==> config.mk <==
export PLATFORM = sky130hd
export DESIGN_NAME = oven_display_seq_flat
export DESIGN_NICKNAME = d
export VERILOG_FILES = /design/src/rtl/oven_display_seq_pkg.sv /design/src/rtl/oven_display_seq_if.sv /design/src/rtl/oven_display_seq_bin2bcd.sv /design/src/rtl/oven_display_seq.sv /design/src/flat_wrapper.sv
export SDC_FILE = /design/constraint.sdc
export NUM_CORES = 1
export LEC_CHECK = 0
export ABC_AREA = 1
export BUFFER_PORTS_ARGS = -buffer_cell sky130_fd_sc_hd__buf_2
export CORE_UTILIZATION = 38
export DETAILED_ROUTE_END_ITERATION = 10
export MAX_ROUTING_LAYER = met4
export PLACE_DENSITY = 0.53
export SETUP_SLACK_MARGIN = 0.1
export SLEW_MARGIN = 20
export SYNTH_ARGS = -nofsm -noshare
export SYNTH_HDL_FRONTEND = slang
export SYNTH_SLANG_ARGS = --single-unit
==> constraint.sdc <==
create_clock -name clk -period 7.3 [get_ports clk]
set_input_delay 1.46 -clock clk [delete_from_list [all_inputs] [get_ports clk]]
set_output_delay 1.46 -clock clk [all_outputs]
set_load 0.01 [all_outputs]
==> src/rtl/oven_display_seq_pkg.sv <==
`default_nettype none
// ============================================================================
// Module : oven_display_pkg
// Desc   : Segment codes, conversion limits and FSM encoding for the display.
// Rev    : 1.0
// ============================================================================
package oven_display_pkg;

    localparam int CONV_W     = 10;
    localparam int BCD_DIGITS = 3;
    localparam int MAX_MIN    = 99;
    localparam int MAX_TEMP   = 999;

    // Active-low segments, bit order a..g (a is the leftmost bit).
    localparam logic [0:6] SEG_0     = 7'b0000001;
    localparam logic [0:6] SEG_1     = 7'b1001111;
    localparam logic [0:6] SEG_2     = 7'b0010010;
    localparam logic [0:6] SEG_3     = 7'b0000110;
    localparam logic [0:6] SEG_4     = 7'b1001100;
    localparam logic [0:6] SEG_5     = 7'b0100100;
    localparam logic [0:6] SEG_6     = 7'b0100000;
    localparam logic [0:6] SEG_7     = 7'b0001111;
    localparam logic [0:6] SEG_8     = 7'b0000000;
    localparam logic [0:6] SEG_9     = 7'b0000100;
    localparam logic [0:6] SEG_DASH  = 7'b1111110;
    localparam logic [0:6] SEG_BLANK = 7'b1111111;

    typedef logic [2:0] state_t;
    localparam state_t S_IDLE   = 3'd0;
    localparam state_t S_DIV60  = 3'd1;
    localparam state_t S_CONV_A = 3'd2;
    localparam state_t S_CONV_B = 3'd3;
    localparam state_t S_COMMIT = 3'd4;

    function automatic logic [0:6] seg_digit(input logic [3:0] d);
        case (d)
            4'd0:    return SEG_0;
            4'd1:    return SEG_1;
            4'd2:    return SEG_2;
            4'd3:    return SEG_3;
            4'd4:    return SEG_4;
            4'd5:    return SEG_5;
            4'd6:    return SEG_6;
            4'd7:    return SEG_7;
            4'd8:    return SEG_8;
            4'd9:    return SEG_9;
            default: return SEG_BLANK;
        endcase
    endfunction

    // Three-digit field with leading-zero blanking; the ones digit always shows.
    function automatic logic [20:0] field3(input logic [11:0] b);
        logic [0:6] h;
        logic [0:6] t;
        h = (b[11:8] == 4'd0) ? SEG_BLANK : seg_digit(b[11:8]);
        t = (b[11:4] == 8'd0) ? SEG_BLANK : seg_digit(b[7:4]);
        return {h, t, seg_digit(b[3:0])};
    endfunction

endpackage
`default_nettype wire

==> src/rtl/oven_display_seq_if.sv <==
`default_nettype none
// ============================================================================
// Module : oven_display_seq_if
// Desc   : Request/response and segment bundle between oven control and display.
// Rev    : 1.0
// ============================================================================
interface oven_display_seq_if #(
    parameter int TIME_W = 13,
    parameter int TEMP_W = 10
);
    logic              start;
    logic              power;
    logic [TIME_W-1:0] current_time;
    logic [TEMP_W-1:0] current_temp;
    logic [TEMP_W-1:0] target_temp;
    logic              busy;
    logic              done;
    logic [0:6]        hex0, hex1, hex2, hex3, hex4, hex5;

    modport master (
        output start, power, current_time, current_temp, target_temp,
        input  busy, done, hex0, hex1, hex2, hex3, hex4, hex5
    );

    modport slave (
        input  start, power, current_time, current_temp, target_temp,
        output busy, done, hex0, hex1, hex2, hex3, hex4, hex5
    );
endinterface
`default_nettype wire

==> src/rtl/oven_display_seq_bin2bcd.sv <==
`default_nettype none
// ============================================================================
// Module : bin2bcd_seq
// Desc   : Serial double-dabble, one bit per cycle; the load cycle is step one.
// Rev    : 1.0
// ============================================================================
module bin2bcd_seq
    import oven_display_pkg::*;
(
    input  logic                    clk,
    input  logic                    reset,
    input  logic                    load,
    input  logic [CONV_W-1:0]       value,
    output logic [4*BCD_DIGITS-1:0] bcd,
    output logic                    valid
);
    localparam int CNT_W = $clog2(CONV_W + 1);

    logic [CONV_W-1:0]       r_bin;
    logic [4*BCD_DIGITS-1:0] r_acc;
    logic [CNT_W-1:0]        r_left;
    logic [CONV_W-1:0]       w_bin;
    logic [4*BCD_DIGITS-1:0] w_src;
    logic [4*BCD_DIGITS-1:0] w_adj;
    logic                    w_step;

    always_comb begin
        w_bin = load ? value : r_bin;
        w_src = load ? '0 : r_acc;
        w_adj = w_src;
        for (int i = 0; i < BCD_DIGITS; i++) begin
            if (w_src[4*i +: 4] >= 4'd5)
                w_adj[4*i +: 4] = w_src[4*i +: 4] + 4'd3;
        end
    end

    assign w_step = load || (r_left != '0);

    always_ff @(posedge clk or posedge reset) begin
        if (reset) begin
            r_bin  <= '0;
            r_acc  <= '0;
            r_left <= '0;
            valid  <= 1'b0;
        end else begin
            valid <= !load && (r_left == CNT_W'(1));
            if (w_step) begin
                r_acc <= {w_adj[4*BCD_DIGITS-2:0], w_bin[CONV_W-1]};
                r_bin <= {w_bin[CONV_W-2:0], 1'b0};
            end
            if (load)
                r_left <= CNT_W'(CONV_W - 1);
            else if (r_left != '0)
                r_left <= r_left - 1'b1;
        end
    end

    assign bcd = r_acc;

endmodule
`default_nettype wire

==> src/rtl/oven_display_seq.sv <==
`default_nettype none
// ============================================================================
// Module : oven_display_seq
// Desc   : Sequential timer/temperature front-panel driver with blinking setpoint.
// Rev    : 1.0
// ============================================================================
module oven_display_seq
    import oven_display_pkg::*;
#(
    parameter int TIME_W    = 13,
    parameter int TEMP_W    = 10,
    parameter int BLINK_DIV = 25000000
) (
    input  logic              clk,
    input  logic              reset,
    oven_display_seq_if.slave bus
);
    localparam int MAX_STEPS = (TIME_W > CONV_W) ? TIME_W : CONV_W;
    localparam int CNT_W     = $clog2(MAX_STEPS + 1);
    localparam int BLK_W     = $clog2(BLINK_DIV);

    state_t            r_state;
    logic [CNT_W-1:0]  r_cnt;
    logic              r_pwr;
    logic [TIME_W-1:0] r_div;
    logic [5:0]        r_rem;
    logic [TEMP_W-1:0] r_cur;
    logic [TEMP_W-1:0] r_tgt;
    logic [11:0]       r_bcd_a;
    logic              r_heat, r_busy, r_done;
    logic [0:6]        r_hex0, r_hex1, r_hex2, r_hex3, r_hex4, r_hex5;
    logic [BLK_W-1:0]  r_blk;
    logic              r_phase, r_mask;

    logic [6:0]        w_trial, w_sub;
    logic              w_ge, w_min_sat, w_heat_next, w_conv_load, w_conv_valid;
    logic [CONV_W-1:0] w_conv_value;
    logic [11:0]       w_conv_bcd;

    function automatic logic [CONV_W-1:0] clamp_temp(input logic [TEMP_W-1:0] t);
        if (int'(t) > MAX_TEMP)
            return CONV_W'(MAX_TEMP);
        return CONV_W'(t);
    endfunction

    // Restoring divide-by-60: remainder stays below 60, so 6 bits plus the incoming bit.
    assign w_trial   = {r_rem, r_div[TIME_W-1]};
    assign w_sub     = w_trial - 7'd60;
    assign w_ge      = (w_trial >= 7'd60);
    assign w_min_sat = (r_div > TIME_W'(MAX_MIN));

    always_comb begin
        w_conv_value = '0;
        if (r_pwr)
            w_conv_value = (r_state == S_CONV_A) ? clamp_temp(r_cur) : clamp_temp(r_tgt);
        else if (w_min_sat)
            w_conv_value = (r_state == S_CONV_A) ? CONV_W'(MAX_MIN) : CONV_W'(59);
        else
            w_conv_value = (r_state == S_CONV_A) ? CONV_W'(r_div) : CONV_W'(r_rem);
    end

    assign w_conv_load = ((r_state == S_CONV_A) || (r_state == S_CONV_B)) && (r_cnt == '0);
    assign w_heat_next = (r_state == S_COMMIT) ? (r_pwr && (r_cur < r_tgt)) : r_heat;

    bin2bcd_seq u_bin2bcd (
        .clk   (clk),
        .reset (reset),
        .load  (w_conv_load),
        .value (w_conv_value),
        .bcd   (w_conv_bcd),
        .valid (w_conv_valid)
    );

    always_ff @(posedge clk or posedge reset) begin
        if (reset) begin
            r_state <= S_IDLE;
            r_cnt   <= '0;
            r_pwr   <= 1'b0;
            r_div   <= '0;
            r_rem   <= '0;
            r_cur   <= '0;
            r_tgt   <= '0;
            r_bcd_a <= '0;
            r_heat  <= 1'b0;
            r_busy  <= 1'b0;
            r_done  <= 1'b0;
            r_hex0  <= SEG_BLANK;
            r_hex1  <= SEG_BLANK;
            r_hex2  <= SEG_BLANK;
            r_hex3  <= SEG_BLANK;
            r_hex4  <= SEG_BLANK;
            r_hex5  <= SEG_BLANK;
        end else begin
            r_done <= 1'b0;
            r_heat <= w_heat_next;
            case (r_state)
                S_IDLE: begin
                    if (bus.start) begin
                        r_pwr   <= bus.power;
                        r_div   <= bus.current_time;
                        r_cur   <= bus.current_temp;
                        r_tgt   <= bus.target_temp;
                        r_rem   <= '0;
                        r_cnt   <= '0;
                        r_busy  <= 1'b1;
                        r_state <= bus.power ? S_CONV_A : S_DIV60;
                    end
                end
                S_DIV60: begin
                    r_rem <= w_ge ? w_sub[5:0] : w_trial[5:0];
                    r_div <= {r_div[TIME_W-2:0], w_ge};
                    if (r_cnt == CNT_W'(TIME_W - 1)) begin
                        r_cnt   <= '0;
                        r_state <= S_CONV_A;
                    end else begin
                        r_cnt <= r_cnt + 1'b1;
                    end
                end
                S_CONV_A, S_CONV_B: begin
                    // Converter presents field A's result in the first CONV_B cycle.
                    if (r_state == S_CONV_B && w_conv_valid)
                        r_bcd_a <= w_conv_bcd;
                    if (r_cnt == CNT_W'(CONV_W - 1)) begin
                        r_cnt   <= '0;
                        r_state <= (r_state == S_CONV_A) ? S_CONV_B : S_COMMIT;
                    end else begin
                        r_cnt <= r_cnt + 1'b1;
                    end
                end
                S_COMMIT: begin
                    if (r_pwr) begin
                        {r_hex5, r_hex4, r_hex3} <= field3(r_bcd_a);
                        {r_hex2, r_hex1, r_hex0} <= field3(w_conv_bcd);
                    end else begin
                        r_hex5 <= SEG_BLANK;
                        r_hex4 <= (r_bcd_a[7:4] == 4'd0) ? SEG_BLANK : seg_digit(r_bcd_a[7:4]);
                        r_hex3 <= seg_digit(r_bcd_a[3:0]);
                        r_hex2 <= SEG_DASH;
                        r_hex1 <= seg_digit(w_conv_bcd[7:4]);
                        r_hex0 <= seg_digit(w_conv_bcd[3:0]);
                    end
                    r_done  <= 1'b1;
                    r_busy  <= 1'b0;
                    r_state <= S_IDLE;
                end
                default: r_state <= S_IDLE;
            endcase
        end
    end

    always_ff @(posedge clk or posedge reset) begin
        if (reset) begin
            r_blk   <= '0;
            r_phase <= 1'b1;
            r_mask  <= 1'b0;
        end else begin
            r_mask <= w_heat_next && !r_phase;
            if (r_blk == BLK_W'(BLINK_DIV - 1)) begin
                r_blk   <= '0;
                r_phase <= !r_phase;
            end else begin
                r_blk <= r_blk + 1'b1;
            end
        end
    end

    assign bus.busy = r_busy;
    assign bus.done = r_done;
    assign bus.hex5 = r_hex5;
    assign bus.hex4 = r_hex4;
    assign bus.hex3 = r_hex3;
    assign bus.hex2 = r_mask ? SEG_BLANK : r_hex2;
    assign bus.hex1 = r_mask ? SEG_BLANK : r_hex1;
    assign bus.hex0 = r_mask ? SEG_BLANK : r_hex0;

endmodule
`default_nettype wire

==> src/flat_wrapper.sv <==
// flat-port wrapper written by rule: the top's interface ports become plain ports
module oven_display_seq_flat import oven_display_pkg::*;
#(
    parameter int TIME_W    = 13,
    parameter int TEMP_W    = 10,
    parameter int BLINK_DIV = 25000000
)
  (clk, reset, bus_start, bus_power, bus_current_time, bus_current_temp, bus_target_temp, bus_busy, bus_done, bus_hex0, bus_hex1, bus_hex2, bus_hex3, bus_hex4, bus_hex5);
  oven_display_seq_if #(.TIME_W(TIME_W), .TEMP_W(TEMP_W)) bus_i ();
  input  logic clk;
  input  logic reset;
  input wire logic [$bits(bus_i.start)-1:0] bus_start;
  input wire logic [$bits(bus_i.power)-1:0] bus_power;
  input wire logic [$bits(bus_i.current_time)-1:0] bus_current_time;
  input wire logic [$bits(bus_i.current_temp)-1:0] bus_current_temp;
  input wire logic [$bits(bus_i.target_temp)-1:0] bus_target_temp;
  output wire logic [$bits(bus_i.busy)-1:0] bus_busy;
  output wire logic [$bits(bus_i.done)-1:0] bus_done;
  output wire logic [$bits(bus_i.hex0)-1:0] bus_hex0;
  output wire logic [$bits(bus_i.hex1)-1:0] bus_hex1;
  output wire logic [$bits(bus_i.hex2)-1:0] bus_hex2;
  output wire logic [$bits(bus_i.hex3)-1:0] bus_hex3;
  output wire logic [$bits(bus_i.hex4)-1:0] bus_hex4;
  output wire logic [$bits(bus_i.hex5)-1:0] bus_hex5;
  assign bus_i.start = bus_start;
  assign bus_i.power = bus_power;
  assign bus_i.current_time = bus_current_time;
  assign bus_i.current_temp = bus_current_temp;
  assign bus_i.target_temp = bus_target_temp;
  assign bus_busy = bus_i.busy;
  assign bus_done = bus_i.done;
  assign bus_hex0 = bus_i.hex0;
  assign bus_hex1 = bus_i.hex1;
  assign bus_hex2 = bus_i.hex2;
  assign bus_hex3 = bus_i.hex3;
  assign bus_hex4 = bus_i.hex4;
  assign bus_hex5 = bus_i.hex5;
  oven_display_seq #(.TIME_W(TIME_W), .TEMP_W(TEMP_W), .BLINK_DIV(BLINK_DIV)) u_core (.clk(clk), .reset(reset), .bus(bus_i));
endmodule
==> qor.csv, run 1 <==
stage;metric;value;unit
clock_network;clock root buffer;clkbuf_16;
routing;drt total wl;19.7;mm
critical_path;CP cell instances;inv_1 > nand2_1 > buf_2;
sta;max frequency;330;MHz
power_and_ir_drop;power density over the cells;429;mW/mm^2
routing;WL/cell;13.4;um
sta;final count of negative-setup-slack endpoints;0;
power_and_ir_drop;Worst VDD drop;0.156;mV
clock_network;CTS tree;done;
logic_synthesis;Mapped Area;0.00876;mm^2
run;Max-cap violations;0;
clock_network;TritonCTS buffer count;17;
layout;fin nets;1257;
logic_synthesis;instance count of the mapped netlist;1097;
critical_path;Critical path origin;u_core.r_mask;
critical_path;worst r2r src;u_core.r_cnt[0];
sta;Worst Max-Slew Pin Slew;0.930;ns
layout;P&R area growth vs syn;14.3;%
placement;gpl congestion;0.820;
clock_network;CTS-repair resized insts;0;
clock_network;H-tree depth;4;
critical_path;Crit Path Category;flip-flop to primary output;
sta;Setup Skew;0.0126;ns
grt;vias in the first global route;7024;
logic_synthesis;sequential-to-total area share from yosys stat;45.5;%
placement;Post-DP HPWL;13.9;mm
placement;Buffers on Ports;80;
critical_path;CP Launch Type;flip-flop;
power_and_ir_drop;Clock Power Share;22.0;%
routing;vias after detailed routing;7145;
sta;crit path time final;3.03;ns
power_and_ir_drop;sequential power share;36.0;%
floorplanning;Core Area;0.0226;mm^2
floorplanning;row cnt;55;
clock_network;postcts setup bufs;0;
routing;Via density;4.87;
routing;drt drc;0;
routing;Routed met3 length;527;um
critical_path;Max stage delay on crit path;0.45;ns
sta;Final Hold Vio Count;0;
logic_synthesis;total nets after synthesis;1184;
clock_network;CTS clk-pin slew, worst paths;0.06;ns
clock_network;Worst-Skew Late Latency;0.43;ns
floorplanning;I/O Pins;81;
logic_synthesis;Synth Register Bits;157;
grt;global-route wire length before repair;34.3;mm
floorplanning;Die Area;0.0237;mm^2
logic_synthesis;Mapped Avg Cell Area;7.98;um^2
critical_path;Buf+Inv Stages, Crit Path;2;
sta;Setup TNS Final;0;ns
power_and_ir_drop;Power Internal;0.00252;W
clock_network;Sinks on Clock Net;157;
layout;Core Util, Final;44.2;%
min_path;Worst Min Path Start;u_core.bus.hex3[4];
min_path;Hold Path Class;flip-flop to flip-flop;
critical_path;Worst Path Max Fanout;15;
logic_synthesis;post-synth cell types;40;
sta;Final Max Slew Viols;0;
grt;All-Layer GR Usage;18.4;%
clock_network;Max clock buf depth;2;
sta;Slew HR;38.0;%
routing;DRT iter0 DRCs;294;
routing;wl on met1;9.98;mm
routing;drt first pass iters;5;
routing;met2 wire len;9.05;mm
logic_synthesis;Yosys warnings;0;
critical_path;delay-heaviest family, CP;buffers and inverters;
power_and_ir_drop;Comb power frac;42.1;%
critical_path;Crit-path slowest cell;dfrtp_1;
grt;pin count of the biggest net entering global routing;101;
sta;fin crit share;41.5;%
critical_path;crit end category;primary output;
critical_path;Worst R2R Setup Slack;4.78;ns
floorplanning;initial core utilization;38.7;%
routing;Antenna Nets Post-Route;0;
outcome;run status;completed;
floorplanning;die width;154;um
power_and_ir_drop;sw frac;41.3;%
sta;unrepaired setup endpoints after global routing;false;
critical_path;CP Data Arrival Time;1.57;ns
routing;DR top layer;met4;
grt;initial antenna violation count;0;
power_and_ir_drop;P_leak;4.98;nW
grt;final global-route overflow total;0;
layout;share of layout cells above drive strength 1;15.9;%
critical_path;Worst EP required;5.84;ns
clock_network;cts hold-fix bufs;0;
power_and_ir_drop;P_sw;0.00177;W
layout;Inserted Diodes;0;
floorplanning;Die Span Y;154;um
cell usage in the layout (no fill, tap or decap), drive strengths merged, types with 26 or more instances in the layout:
cell   netlist  final
buf         22     83
inv        135    138
ha          50     50
a21oi       44     44
dfstp       43     43
a22oi       26     26
o21ai       86     86
dfrtp      114    114
nor2       107    107
nand2      290    290
nand3       61     61
power groups by stage:
stage               Clock, W  Combinational, W  Sequential, W
floorplan                  0           0.00138        0.00151
global placement           0           0.00180        0.00156
detailed placement         0           0.00182        0.00156
CTS                 0.000971           0.00183        0.00155
global route         0.00100           0.00211        0.00160
finish              0.000943           0.00181        0.00154
synthesized netlist by cell type, drive strengths merged:
cell     count  area, um^2
o2111ai      1        8.76
ha          50         626
clkbuf       7        26.3
a21o         1        7.51
xnor2        5        43.8
dfrtp      114        2850
o21ai       86         434
nand4        6        37.5
or2         13        81.3
dfstp       43        1130
o21bai       1        7.51
nor2       107         429
nor4         1        12.5
nor3        22         138
a211oi       2        15.0
buf         22         128
o2bb2ai      1        8.76
nand2      290        1090
o21a         2        15.0
o22ai        6        37.5
a21oi       44         220
xor2        19         166
o211ai      12        90.1
nor3b        1        7.51
a31oi       17         106
nand3       61         318
inv        135         507
nand3b       2        15.0
a22oi       26         195
sequential cells by signal, summed over array words and instances (netlist names), 3 cells and up:
register	count
u_core.r_hex1	7
u_core.u_bin2bcd.r_left	4
u_core.u_bin2bcd.r_bin	9
u_core.r_div	13
u_core.bus.hex4	7
u_core.r_hex2	7
u_core.r_cur	10
u_core.r_hex0	7
u_core.r_rem	6
u_core.r_bcd_a	12
u_core.r_blk	25
u_core.r_tgt	10
u_core.u_bin2bcd.bcd	12
u_core.r_cnt	4
u_core.bus.hex5	7
u_core.r_state	3
u_core.bus.hex3	7
layout make-up:
class / count / area, um^2
clock buffers: 18 / 429
clock inverters: 13 / 190
fillers: 2336 / 12600
inverters: 135 / 512
multi-input cells: 776 / 4120
flip-flops and latches: 157 / 3980
well taps: 285 / 357
repair buffers: 83 / 423
worst paths after layout:
kind,endpoint,cells after the start
worst max-delay path,bus_hex2[5],3
worst min-delay path,u_core.bus.hex3[4],2
worst max register to register,u_core.u_bin2bcd.bcd[10],13
worst min register to register,u_core.bus.hex3[4],2
max in group asynchronous,u_core.u_bin2bcd.bcd[11],3
min in group asynchronous,u_core.r_blk[22],2
worst reg2reg max path: cells and delay by family, from the launching register on:
| family | cells | cell delay, ns |
|---|---|---|
| adder cells (fa/ha/maj) | 2 | 0.43 |
| flip-flops | 1 | 0.41 |
| AND/OR/NAND/NOR | 5 | 0.74 |
| AO/OA/AOI/OAI | 3 | 0.60 |
| buffers and inverters | 3 | 0.26 |
kinds of logic after synthesis:
| logic type | share of synthesized area [%] |
|---|---|
| AOI/OAI and AO/OA | 13.1 |
| xor gates and xnor gates | 2.40 |
| adders and majority gates | 7.14 |
| buffers and inverters | 7.54 |
| DFF | 45.5 |
| and+or+nand+nor | 24.3 |
per-layer routing:
metal  vias to the layer above  GRT usage, %
met1                      3321          24.4
met4                         0          4.71
met5                         -             -
met3                        12          2.96
li1                       3704             -
met2                       108          29.2
stage by stage:
| step | instances | cell area, um^2 | hold WS [ns] | setup slack (ns) | total power, W |
|---|---|---|---|---|---|
| after CTS | 1467 | 10000 | 0.469 | 4.21 | 0.00435 |
| after detailed placement | 1436 | 9390 | 0.459 | 3.97 | 0.00338 |
| after floorplan | 1097 | 8760 | 0.444 | 1.68 | 0.00289 |
| after global placement | 1436 | 9390 | 0.457 | 4.05 | 0.00336 |
| final | 1467 | 10000 | 0.467 | 4.27 | 0.00429 |
| after global routing | 1467 | 10000 | 0.484 | 4.13 | 0.00471 |
No activity file was read; power rests on OpenSTA's default activity.
==> run 2: changes to the inputs <==
Settings changed: PLACE_DENSITY 0.53 to 0.55.
Clock period 7.3 ns to 2.6 ns, I/O delays scaled along.
==> run 2 against run 1 <==
  * Global-route usage rose by 0.52 points
  * Routed wire length rose by 2.5%
  * Clock skew fell by 0.0024 ns
  * Largest power group unchanged
  * Non-clock buffer count rose by 12
  * Die area did not move
==> qor.csv, run 2 (synthesized netlist as in run 1, its figures left out) <==
stage;metric;value;unit;change
clock_network;Worst-Skew Late Latency;0.42;ns;about the same
critical_path;delay-heaviest family, CP;buffers and inverters;;
run;Max-cap violations;0;;unchanged
floorplanning;initial core utilization;38.7;%;unchanged
floorplanning;row cnt;55;;unchanged
critical_path;CP Launch Type;flip-flop;;
sta;WHS;0.0771;ns;-0.390 ns
sta;Slew HR;51.4;%;+13 points
critical_path;Max stage delay on crit path;0.48;ns;+0.03 ns
clock_network;H-tree depth;4;;unchanged
layout;fin nets;1269;;+0.95%
power_and_ir_drop;Power Internal;0.00700;W;+180%
layout;leading cell type in the layout, fill and taps excluded;nand2_1;;
layout;Inserted Diodes;0;;unchanged
clock_network;CTS clk-pin slew, worst paths;0.06;ns;about the same
sta;final count of negative-setup-slack endpoints;0;;unchanged
power_and_ir_drop;total power;0.0120;W;+180%
sta;unrepaired setup endpoints after global routing;false;;
power_and_ir_drop;P_leak;5.05;nW;+1.3%
critical_path;CP cell instances;inv_1 > nand2_1 > buf_2;;
layout;most frequent cells in the layout;nand2_1 (288), inv_1 (130), dfrtp_1 (114);;
routing;drt first pass iters;4;;-1
critical_path;Buf+Inv Stages, Crit Path;2;;unchanged
layout;max reg flops;25;;unchanged
power_and_ir_drop;power density over the cells;1190;mW/mm^2;+180%
sta;Final Max Slew Viols;0;;unchanged
layout;Reg area;0.00398;mm^2;unchanged
clock_network;TritonCTS buffer count;17;;unchanged
grt;initial antenna violation count;0;;unchanged
sta;Setup TNS Final;0;ns;unchanged
power_and_ir_drop;sw frac;41.8;%;+0.48 points
sta;Worst Max-Slew Pin Slew;0.726;ns;-0.204 ns
sta;Final Hold Vio Count;0;;unchanged
critical_path;Worst Path Max Fanout;15;;unchanged
grt;pin count of the biggest net entering global routing;58;;-43%
routing;drt total wl;20.2;mm;+2.5%
critical_path;Worst EP required;2.08;ns;-3.76 ns
outcome;run status;completed;;
power_and_ir_drop;Clock Power Share;21.0;%;-1.0 points
grt;vias in the first global route;6970;;-0.77%
layout;area occupied by multi-input gates;0.00412;mm^2;unchanged
routing;DRT iter0 DRCs;429;;+46%
floorplanning;Die Span Y;154;um;unchanged
layout;Largest Register;u_core.r_blk;;
clock_network;Max clock buf depth;2;;unchanged
routing;WL/cell;13.7;um;+1.6%
clock_network;Sinks on Clock Net;157;;unchanged
floorplanning;Core Area;0.0226;mm^2;unchanged
floorplanning;die width;154;um;unchanged
power_and_ir_drop;Comb power frac;42.9;%;+0.8 points
power_and_ir_drop;P_sw;0.00502;W;+180%
power_and_ir_drop;Worst VDD drop;0.474;mV;+200%
placement;gpl congestion;0.836;;+1.9%
sta;Setup Skew;0.0103;ns;-0.00238 ns
critical_path;Crit-path slowest cell;inv_1;;
sta;fin crit share;85.2;%;
placement;Post-DP HPWL;14.5;mm;+4.7%
placement;Buffers on Ports;80;;unchanged
critical_path;CP Data Arrival Time;1.69;ns;+0.12 ns
routing;Via density;4.89;;+0.44%
sta;crit path time final;2.21;ns;
routing;drt drc;0;;unchanged
power_and_ir_drop;sequential power share;36.1;%;about the same
sta;max frequency;452;MHz;
clock_network;postcts setup bufs;0;;unchanged
routing;Antenna Nets Post-Route;0;;unchanged
layout;fillers;2265;;-3.0%
critical_path;crit end category;primary output;;
routing;vias after detailed routing;7240;;+1.3%
critical_path;Crit Path Category;flip-flop to primary output;;
grt;final global-route overflow total;0;;unchanged
clock_network;CTS tree;done;;
floorplanning;Die Area;0.0237;mm^2;unchanged
layout;P&R area growth vs syn;15.3;%;
floorplanning;I/O Pins;81;;unchanged
min_path;Hold Path Class;input port to asynchronous set/reset pin;;
layout;Largest regs;u_core.r_blk: 25 flops, u_core.r_div: 13 flops;;
grt;All-Layer GR Usage;18.9;%;+0.52 points
grt;global-route wire length before repair;35.2;mm;+2.8%
layout;share of layout cells above drive strength 1;16.8;%;+0.91 points
clock_network;clock root buffer;clkbuf_16;;
==> run 2: timing repair <==
| action | CTS | global route |
|---|---|---|
| resized for setup | 0 | 1 |
| setup endpoints to repair | 0 | 2 |
| hold buffers | 0 | 0 |
==> run 2: final cells by class <==
cell class | count | share of cell area [%]
Inverter | 135 | 5.05
Timing Repair Buffer | 95 | 5.33
Sequential cell | 157 | 39.4
Clock inverter | 12 | 1.35
Clock buffer | 20 | 4.52
Tap cell | 285 | 3.53
Multi-Input combinational cell | 776 | 40.8
==> run 2: per-stage QoR <==
stage	cells	util [%]	setup WS, ns	instance area [um^2]
floorplan	1097	-	0.128	8760
global placement	1448	42.0	0.424	9510
detailed placement	1448	42.0	0.318	9510
CTS	1480	44.6	0.306	10100
global route	1480	44.6	0.195	10100
finish	1480	44.6	0.386	10100
==> run 2: layer usage <==
metal	vias up	wire length [um]	global-route usage, %
met5	-	0	-
met4	0	193	5.00
met3	14	435	2.82
met2	105	9330	29.1
met1	3389	10300	26.0
li1	3732	-	-
==> run 2: power by group through the flow <==
stage               clock, W  combinational [W]  sequential, W
global route         0.00270            0.00601        0.00449
CTS                  0.00260            0.00521        0.00434
global placement           0            0.00513        0.00436
finish               0.00252            0.00515        0.00434
floorplan                  0            0.00387        0.00424
detailed placement         0            0.00519        0.00438
==> run 2: final timing paths <==
check / start / endpoint / slack [ns] / cells past startpoint
worst max-delay path: u_core.r_mask / bus_hex0[2] / 0.39 / 3
worst min-delay path: reset / u_core.r_bcd_a[3] / 0.08 / 2
worst max register to register: u_core.r_cnt[0] / u_core.u_bin2bcd.bcd[10] / 0.42 / 12
worst min register to register: u_core.bus.hex3[4] / u_core.bus.hex3[4] / 0.47 / 2
max in group asynchronous: reset / u_core.r_phase / 1.73 / 3
min in group clk: bus_current_temp[0] / u_core.r_cur[0] / 0.29 / 3
